### config.mk
export PLATFORM = sky130hd
export DESIGN_NAME = game_controller_flat
export DESIGN_NICKNAME = d
export VERILOG_FILES = /design/src/rtl/game_pkg.sv /design/src/rtl/game_if.sv /design/src/rtl/game_lfsr.sv /design/src/rtl/game_controller.sv /design/src/flat_wrapper.sv
export SDC_FILE = /design/constraint.sdc
export NUM_CORES = 1
export LEC_CHECK = 0
export CAP_MARGIN = 5
export CORE_MARGIN = 10
export CORE_UTILIZATION = 30
export CTS_CLUSTER_SIZE = 30
export DETAILED_ROUTE_END_ITERATION = 6
export SLEW_MARGIN = 10
export SYNTH_ARGS = -nofsm -noshare
export SYNTH_HDL_FRONTEND = slang
export SYNTH_SLANG_ARGS = --single-unit
export TNS_END_PERCENT = 5
### constraint.sdc
create_clock -name Clk -period 4.3 [get_ports Clk]
set_input_delay 0.43 -clock Clk [delete_from_list [all_inputs] [get_ports Clk]]
set_output_delay 0.43 -clock Clk [all_outputs]
set_load 0.02 [all_outputs]
### src/rtl/game_pkg.sv
// Shared definitions for the Segment Runner game core: state encoding, field/score
// widths and the obstacle LFSR seed, taps and step helpers.
package game_pkg;

  localparam int FIELD_W = 6;
  localparam int SCORE_W = 14;

  typedef enum logic [3:0] {
    ST_IDLE  = 4'b0001,
    ST_READY = 4'b0010,
    ST_RUN   = 4'b0100,
    ST_OVER  = 4'b1000
  } state_e;

  localparam logic [7:0] LFSR_SEED = 8'hA5;
  // x^8+x^6+x^5+x^4+1 for a left-shifting Fibonacci register
  localparam logic [7:0] LFSR_TAPS = 8'hB8;

  function automatic logic [7:0] lfsr_next(input logic [7:0] cur);
    return {cur[6:0], ^(cur & LFSR_TAPS)};
  endfunction

  // Low two bits the register will hold after one advance; selects the new column.
  function automatic logic [1:0] lfsr_low2_next(input logic [7:0] cur);
    return {cur[0], ^(cur & LFSR_TAPS)};
  endfunction

endpackage

### src/rtl/game_if.sv
// Front-end/display side of the game core: login and button in, field maps,
// player position, tick, one-hot state and score out.
interface game_if;
  import game_pkg::*;

  logic               LoggedIn;
  logic               GameButton;
  logic [FIELD_W-1:0] FloorBits;
  logic [FIELD_W-1:0] CeilingBits;
  logic               PlayerPos;
  logic               GameTick;
  logic [3:0]         GameState;
  logic [SCORE_W-1:0] GameScore;

  modport master (
    output LoggedIn, GameButton,
    input  FloorBits, CeilingBits, PlayerPos, GameTick, GameState, GameScore
  );

  modport slave (
    input  LoggedIn, GameButton,
    output FloorBits, CeilingBits, PlayerPos, GameTick, GameState, GameScore
  );

endinterface

### src/rtl/game_lfsr.sv
// 8-bit Fibonacci LFSR for obstacle generation; synchronous reset to the seed and
// advances only when adv_i is high.
module game_lfsr
  import game_pkg::*;
(
  input  logic       clk_i,
  input  logic       rst_i,
  input  logic       adv_i,
  output logic [7:0] q_o
);

  logic [7:0] lfsr_q;

  always_ff @(posedge clk_i) begin
    if (rst_i) begin
      lfsr_q <= LFSR_SEED;
    end else if (adv_i) begin
      lfsr_q <= lfsr_next(lfsr_q);
    end
  end

  assign q_o = lfsr_q;

endmodule

### src/rtl/game_controller.sv
// Segment Runner core: login gating, obstacle scrolling, player swap, collision and
// saturating score. Optional macro SPEEDUP_EN halves the tick period once score >= 32.
module game_controller
  import game_pkg::*;
#(
  parameter int TICK_DIV  = 4,
  parameter int SCORE_MAX = 9999
) (
  input logic   Clk,
  input logic   Rst,
  game_if.slave gif
);

  localparam int DIV_W = $clog2(TICK_DIV);
  localparam logic [DIV_W-1:0]   TC_NORM   = DIV_W'(TICK_DIV - 1);
  localparam logic [SCORE_W-1:0] SCORE_SAT = SCORE_W'(SCORE_MAX);
`ifdef SPEEDUP_EN
  localparam int HALF_TC = ((TICK_DIV / 2 - 1) < 1) ? 1 : (TICK_DIV / 2 - 1);
  localparam logic [DIV_W-1:0]   TC_FAST   = DIV_W'(HALF_TC);
`endif

  state_e             state_q;
  logic [FIELD_W-1:0] floor_q;
  logic [FIELD_W-1:0] ceil_q;
  logic               pos_q;
  logic               tick_q;
  logic               btn_q;
  logic [DIV_W-1:0]   div_q;
  logic [SCORE_W-1:0] score_q;

  logic [7:0]         lfsr_q;
  logic [DIV_W-1:0]   div_tc;
  logic [1:0]         col_sel;
  logic               press;
  logic               collision;
  logic               tick_due;
  logic               blocked;
  logic               new_f;
  logic               new_c;

  assign press     = gif.GameButton & ~btn_q;
  assign collision = pos_q ? ceil_q[0] : floor_q[0];
`ifdef SPEEDUP_EN
  assign div_tc    = (score_q >= SCORE_W'(32)) ? TC_FAST : TC_NORM;
`else
  assign div_tc    = TC_NORM;
`endif
  assign tick_due  = gif.LoggedIn && (state_q == ST_RUN) && !collision && (div_q == div_tc);

  // Entry column comes from the post-advance LFSR; an occupied entry column forces a gap.
  assign col_sel   = lfsr_low2_next(lfsr_q);
  assign blocked   = floor_q[FIELD_W-1] | ceil_q[FIELD_W-1];
  assign new_f     = !blocked && (col_sel == 2'b00);
  assign new_c     = !blocked && (col_sel == 2'b01);

  game_lfsr u_lfsr (
    .clk_i (Clk),
    .rst_i (Rst),
    .adv_i (tick_due),
    .q_o   (lfsr_q)
  );

  always_ff @(posedge Clk) begin
    if (Rst) begin
      state_q <= ST_IDLE;
      floor_q <= '0;
      ceil_q  <= '0;
      pos_q   <= 1'b0;
      tick_q  <= 1'b0;
      btn_q   <= 1'b0;
      div_q   <= '0;
      score_q <= '0;
    end else begin
      btn_q  <= gif.GameButton;
      tick_q <= 1'b0;
      if (!gif.LoggedIn) begin
        state_q <= ST_IDLE;
        floor_q <= '0;
        ceil_q  <= '0;
        pos_q   <= 1'b0;
        div_q   <= '0;
      end else begin
        case (state_q)
          ST_IDLE: begin
            state_q <= ST_READY;
            score_q <= '0;
          end
          ST_READY: begin
            if (press) begin
              state_q <= ST_RUN;
              floor_q <= '0;
              ceil_q  <= '0;
              pos_q   <= 1'b0;
              div_q   <= '0;
            end
          end
          ST_RUN: begin
            if (collision) begin
              state_q <= ST_OVER;
              div_q   <= '0;
            end else begin
              if (press) begin
                pos_q <= ~pos_q;
              end
              if (tick_due) begin
                div_q   <= '0;
                tick_q  <= 1'b1;
                floor_q <= {new_f, floor_q[FIELD_W-1:1]};
                ceil_q  <= {new_c, ceil_q[FIELD_W-1:1]};
                score_q <= (score_q >= SCORE_SAT) ? SCORE_SAT : score_q + SCORE_W'(1);
              end else begin
                div_q <= div_q + DIV_W'(1);
              end
            end
          end
          ST_OVER: begin
            if (press) begin
              state_q <= ST_READY;
              score_q <= '0;
              floor_q <= '0;
              ceil_q  <= '0;
            end
          end
          default: begin
            state_q <= ST_IDLE;
            floor_q <= '0;
            ceil_q  <= '0;
            pos_q   <= 1'b0;
            div_q   <= '0;
          end
        endcase
      end
    end
  end

  assign gif.FloorBits   = floor_q;
  assign gif.CeilingBits = ceil_q;
  assign gif.PlayerPos   = pos_q;
  assign gif.GameTick    = tick_q;
  assign gif.GameState   = state_q;
  assign gif.GameScore   = score_q;

endmodule

### src/flat_wrapper.sv
// flat-port wrapper written by rule: the top's interface ports become plain ports
module game_controller_flat import game_pkg::*;
#(
  parameter int TICK_DIV  = 4,
  parameter int SCORE_MAX = 9999
)
  (Clk, Rst, gif_LoggedIn, gif_GameButton, gif_FloorBits, gif_CeilingBits, gif_PlayerPos, gif_GameTick, gif_GameState, gif_GameScore);
  game_if gif_i ();
  input logic Clk;
  input logic Rst;
  input wire logic [$bits(gif_i.LoggedIn)-1:0] gif_LoggedIn;
  input wire logic [$bits(gif_i.GameButton)-1:0] gif_GameButton;
  output wire logic [$bits(gif_i.FloorBits)-1:0] gif_FloorBits;
  output wire logic [$bits(gif_i.CeilingBits)-1:0] gif_CeilingBits;
  output wire logic [$bits(gif_i.PlayerPos)-1:0] gif_PlayerPos;
  output wire logic [$bits(gif_i.GameTick)-1:0] gif_GameTick;
  output wire logic [$bits(gif_i.GameState)-1:0] gif_GameState;
  output wire logic [$bits(gif_i.GameScore)-1:0] gif_GameScore;
  assign gif_i.LoggedIn = gif_LoggedIn;
  assign gif_i.GameButton = gif_GameButton;
  assign gif_FloorBits = gif_i.FloorBits;
  assign gif_CeilingBits = gif_i.CeilingBits;
  assign gif_PlayerPos = gif_i.PlayerPos;
  assign gif_GameTick = gif_i.GameTick;
  assign gif_GameState = gif_i.GameState;
  assign gif_GameScore = gif_i.GameScore;
  game_controller #(.TICK_DIV(TICK_DIV), .SCORE_MAX(SCORE_MAX)) u_core (.Clk(Clk), .Rst(Rst), .gif(gif_i));
endmodule
==> impl_metrics.json <==
{
  "hold_viol": 0,
  "hold_path.class": "flip-flop to flip-flop",
  "synthXorXnorAreaFrac": 0.0247,
  "worst_hold_path.endpoint": "u_core.u_lfsr.q_o[1]",
  "final_cells": 380,
  "yosysWarnings": 0,
  "numCtsBuffers": 5,
  "hold_depth": 2,
  "seq_area_frac_synth": 0.404,
  "yosysMostFrequentCell": "dfxtp_1",
  "setup_viol": 0,
  "clockRootBuffer": "clkbuf_8",
  "cp_top_family": "simple AND/OR/NAND/NOR gates",
  "p_leak_nw": 0.869,
  "synth_simple_gate_area_frac": 0.265,
  "postCtsSetupBuffers": 0,
  "dp_hpwl_um": 3730,
  "track_usage": 0.0926,
  "synthTopCellsByCount": "dfxtp_1, nand2_1, nand3_1",
  "report.final.slew_viol_count": 0,
  "nets": 289,
  "period_minus_slack_ps": 2250,
  "ctsLongestPathBuffers": 2,
  "cp.buffers_inverters": 1,
  "antenna_found_initial": 0,
  "power_uw": 697,
  "grt_pass1_vias": 1855,
  "synth_nets": 257,
  "io_pins": 36,
  "clkLatencyLatePin_ps": 280,
  "drive_above_1_share": 0.0669,
  "route.met3.wl_um": 376,
  "max_stage_delay_ps": 650,
  "core-area_um2": 6830,
  "dieArea_um2": 10900,
  "max-cap-violations": 0,
  "yosysTopAreaCell": "dfxtp_1",
  "antenna_left": 0,
  "arrival_ps": 2450,
  "tightest_slew_ps": 754,
  "finalClockSkew_ps": 4.62,
  "io_buffers": 35,
  "post_drt_via_cell_ratio": 4.93,
  "start_kind": "flip-flop",
  "ys_top_cells_by_area": "dfxtp_1, nand2_1, mux2i_1",
  "grt_max_degree": 24,
  "synth-adder-area-share": 0.0118,
  "dpl.cell_count": 372,
  "worstReg2RegEnd": "u_core.gif.GameScore[6]",
  "dieHeight_um": 104,
  "final_util": 0.385,
  "synth_top_family_by_area": "simple AND/OR/NAND/NOR gates",
  "setup_ws_ps": 2050,
  "met2_length_um": 2280,
  "ff2ff_setup_slack_ps": 2050,
  "synth-edff-count": 0,
  "synth_area_um2": 2130,
  "routedWlPerCell_um": 13.5,
  "num_vias": 1874,
  "rsz0062_at_grt": "false",
  "cts_tree": "built",
  "drcViolationCount": 0,
  "start_util": 0.312,
  "gp_congestion": 0.783,
  "place_ws_ps": 1980,
  "worstPathCellList": "or4b_4 -> nor3_4 -> nand2b_2 -> inv_2 -> nand2_2 -> o31ai_1",
  "holdBufCountCts": 0,
  "dr.pass1.iters": 4,
  "grt_overflow": 0,
  "drtIter0Drc": 75,
  "fmaxAchievable_mhz": 444,
  "diodes": 0,
  "fin_setup_tns_ps": 0,
  "area_growth_pct": 23.7,
  "synth-compound-area-share": 0.185,
  "synth_cell_type_count": 50,
  "ys.flop_type": "dfxtp_1",
  "max-vdd-ir-drop_mv": 0.125,
  "top_layer": "met4",
  "rr_worst_depth": 6,
  "clk_pin_slew_worst_paths_ps": 80,
  "grt_first_pass_wirelength_um": 8730,
  "r2r_start": "u_core.gif.GameState[0]",
  "cts_sinks": 43,
  "syn_area_per_cell_um2": 8.48,
  "min-delay-start": "u_core.u_lfsr.q_o[1]",
  "drt-total-wl_um": 5150,
  "m1WireLength_um": 2460,
  "min_period_over_period": 0.524,
  "slew-limit-headroom": 0.496,
  "power_density_nw_per_um2": 265,
  "postCtsResizedCells": 0,
  "path_max_fanout": 15,
  "worstSetupPathType": "flip-flop to flip-flop",
  "htree_levels": 2,
  "critPathSlowestCell": "or4b_4",
  "synth-seq-cells": 43,
  "synthMuxAreaShare": 0.0664,
  "syn-instance-count": 251,
  "async_flop_share": 0,
  "endpoint_kind": "flip-flop",
  "synth_top_area_frac": 0.404,
  "crit_required_ps": 4500,
  "row_count": 30,
  "status": "complete, no violations",
  "die_w_um": 104
}
==> worst reg2reg max path, delay by kind of cell, from the launching register on <==
family	cells	cell delay, ps
flops	1	410
buf+inv	1	120
compound gates	1	250
simple gates	4	1390
==> layout make-up <==
cell class                      instances  area (um^2)
Clock inverter                          1         5.00
Sequential cell                        43          861
Timing Repair Buffer                   38          373
Tap cell                               96          120
Clock buffer                            7         76.3
Fill cell                             733         4200
Inverter                                4         15.0
Multi-Input combinational cell        191         1180
==> sequential cells by signal, summed over array words and instances, names as in the netlist <==
signal,cells
u_core.gif.GameTick,1
u_core.gif.CeilingBits,6
u_core.gif.GameScore,14
u_core.btn_q,1
u_core.gif.PlayerPos,1
u_core.gif.FloorBits,6
u_core.div_q,2
u_core.gif.GameState,4
u_core.u_lfsr.q_o,8
==> kinds of logic (layout without fill, tap and decap cells) <==
kind of cell    count (synthesis)  after routing
xor+xnor                        6              6
fa+ha+maj                       2              2
compound gates                 58             58
flops                          43             43
simple gates                  111            111
mux                            14             14
buf+inv                        17             50
==> per-layer routing <==
layer	up-vias	track usage
met4	0	0.0268
met5	-	0
met2	49	0.147
met3	4	0.0390
met1	866	0.111
li1	955	-
==> power breakdown <==
group	switching, mW	internal [mW]
clock	0.130	0.114
sequential	0.00345	0.399
combinational	0.0285	0.0208
total	0.162	0.534
==> metrics by stage <==
| stage | hold WS (ps) | area, um^2 |
|---|---|---|
| 3_5_place_dp | 447 | 2550 |
| 2_1_floorplan | 432 | 2130 |
| 5_1_grt | 488 | 2630 |
| 6_report | 459 | 2630 |
| 4_1_cts | 457 | 2630 |
| 3_3_place_gp | 443 | 2550 |
==> layout by cell type (no fill, tap or decap), types with 5 or more instances in the layout <==
| cell | count |
|---|---|
| mux2i_1 | 13 |
| nor2b_1 | 5 |
| xnor2_1 | 6 |
| nand2_1 | 40 |
| nand2b_1 | 5 |
| o31ai_1 | 6 |
| clkbuf_8 | 5 |
| nor3_1 | 7 |
| clkdlybuf4s50_1 | 35 |
| a21oi_1 | 16 |
| nor2_1 | 11 |
| o21ai_0 | 17 |
| nand3_1 | 21 |
| dfxtp_1 | 43 |
==> worst max-delay path by stage <==
| stage | startpoint | end | slack (ps) | depth (start not counted) |
|---|---|---|---|---|
| after global routing | u_core.gif.GameState[2] | u_core.gif.GameScore[6] | 1800 | 6 |
| after CTS | u_core.gif.GameState[0] | u_core.gif.GameScore[6] | 2020 | 6 |
| final | u_core.gif.GameState[0] | u_core.gif.GameScore[6] | 2050 | 6 |
| after floorplan | u_core.gif.GameState[0] | u_core.gif.GameScore[13] | 2170 | 7 |
| after global placement | gif_LoggedIn | u_core.gif.GameScore[5] | 2060 | 7 |
| after detailed placement | gif_LoggedIn | u_core.gif.GameScore[6] | 1980 | 7 |
(Power assumes the default switching activity.)
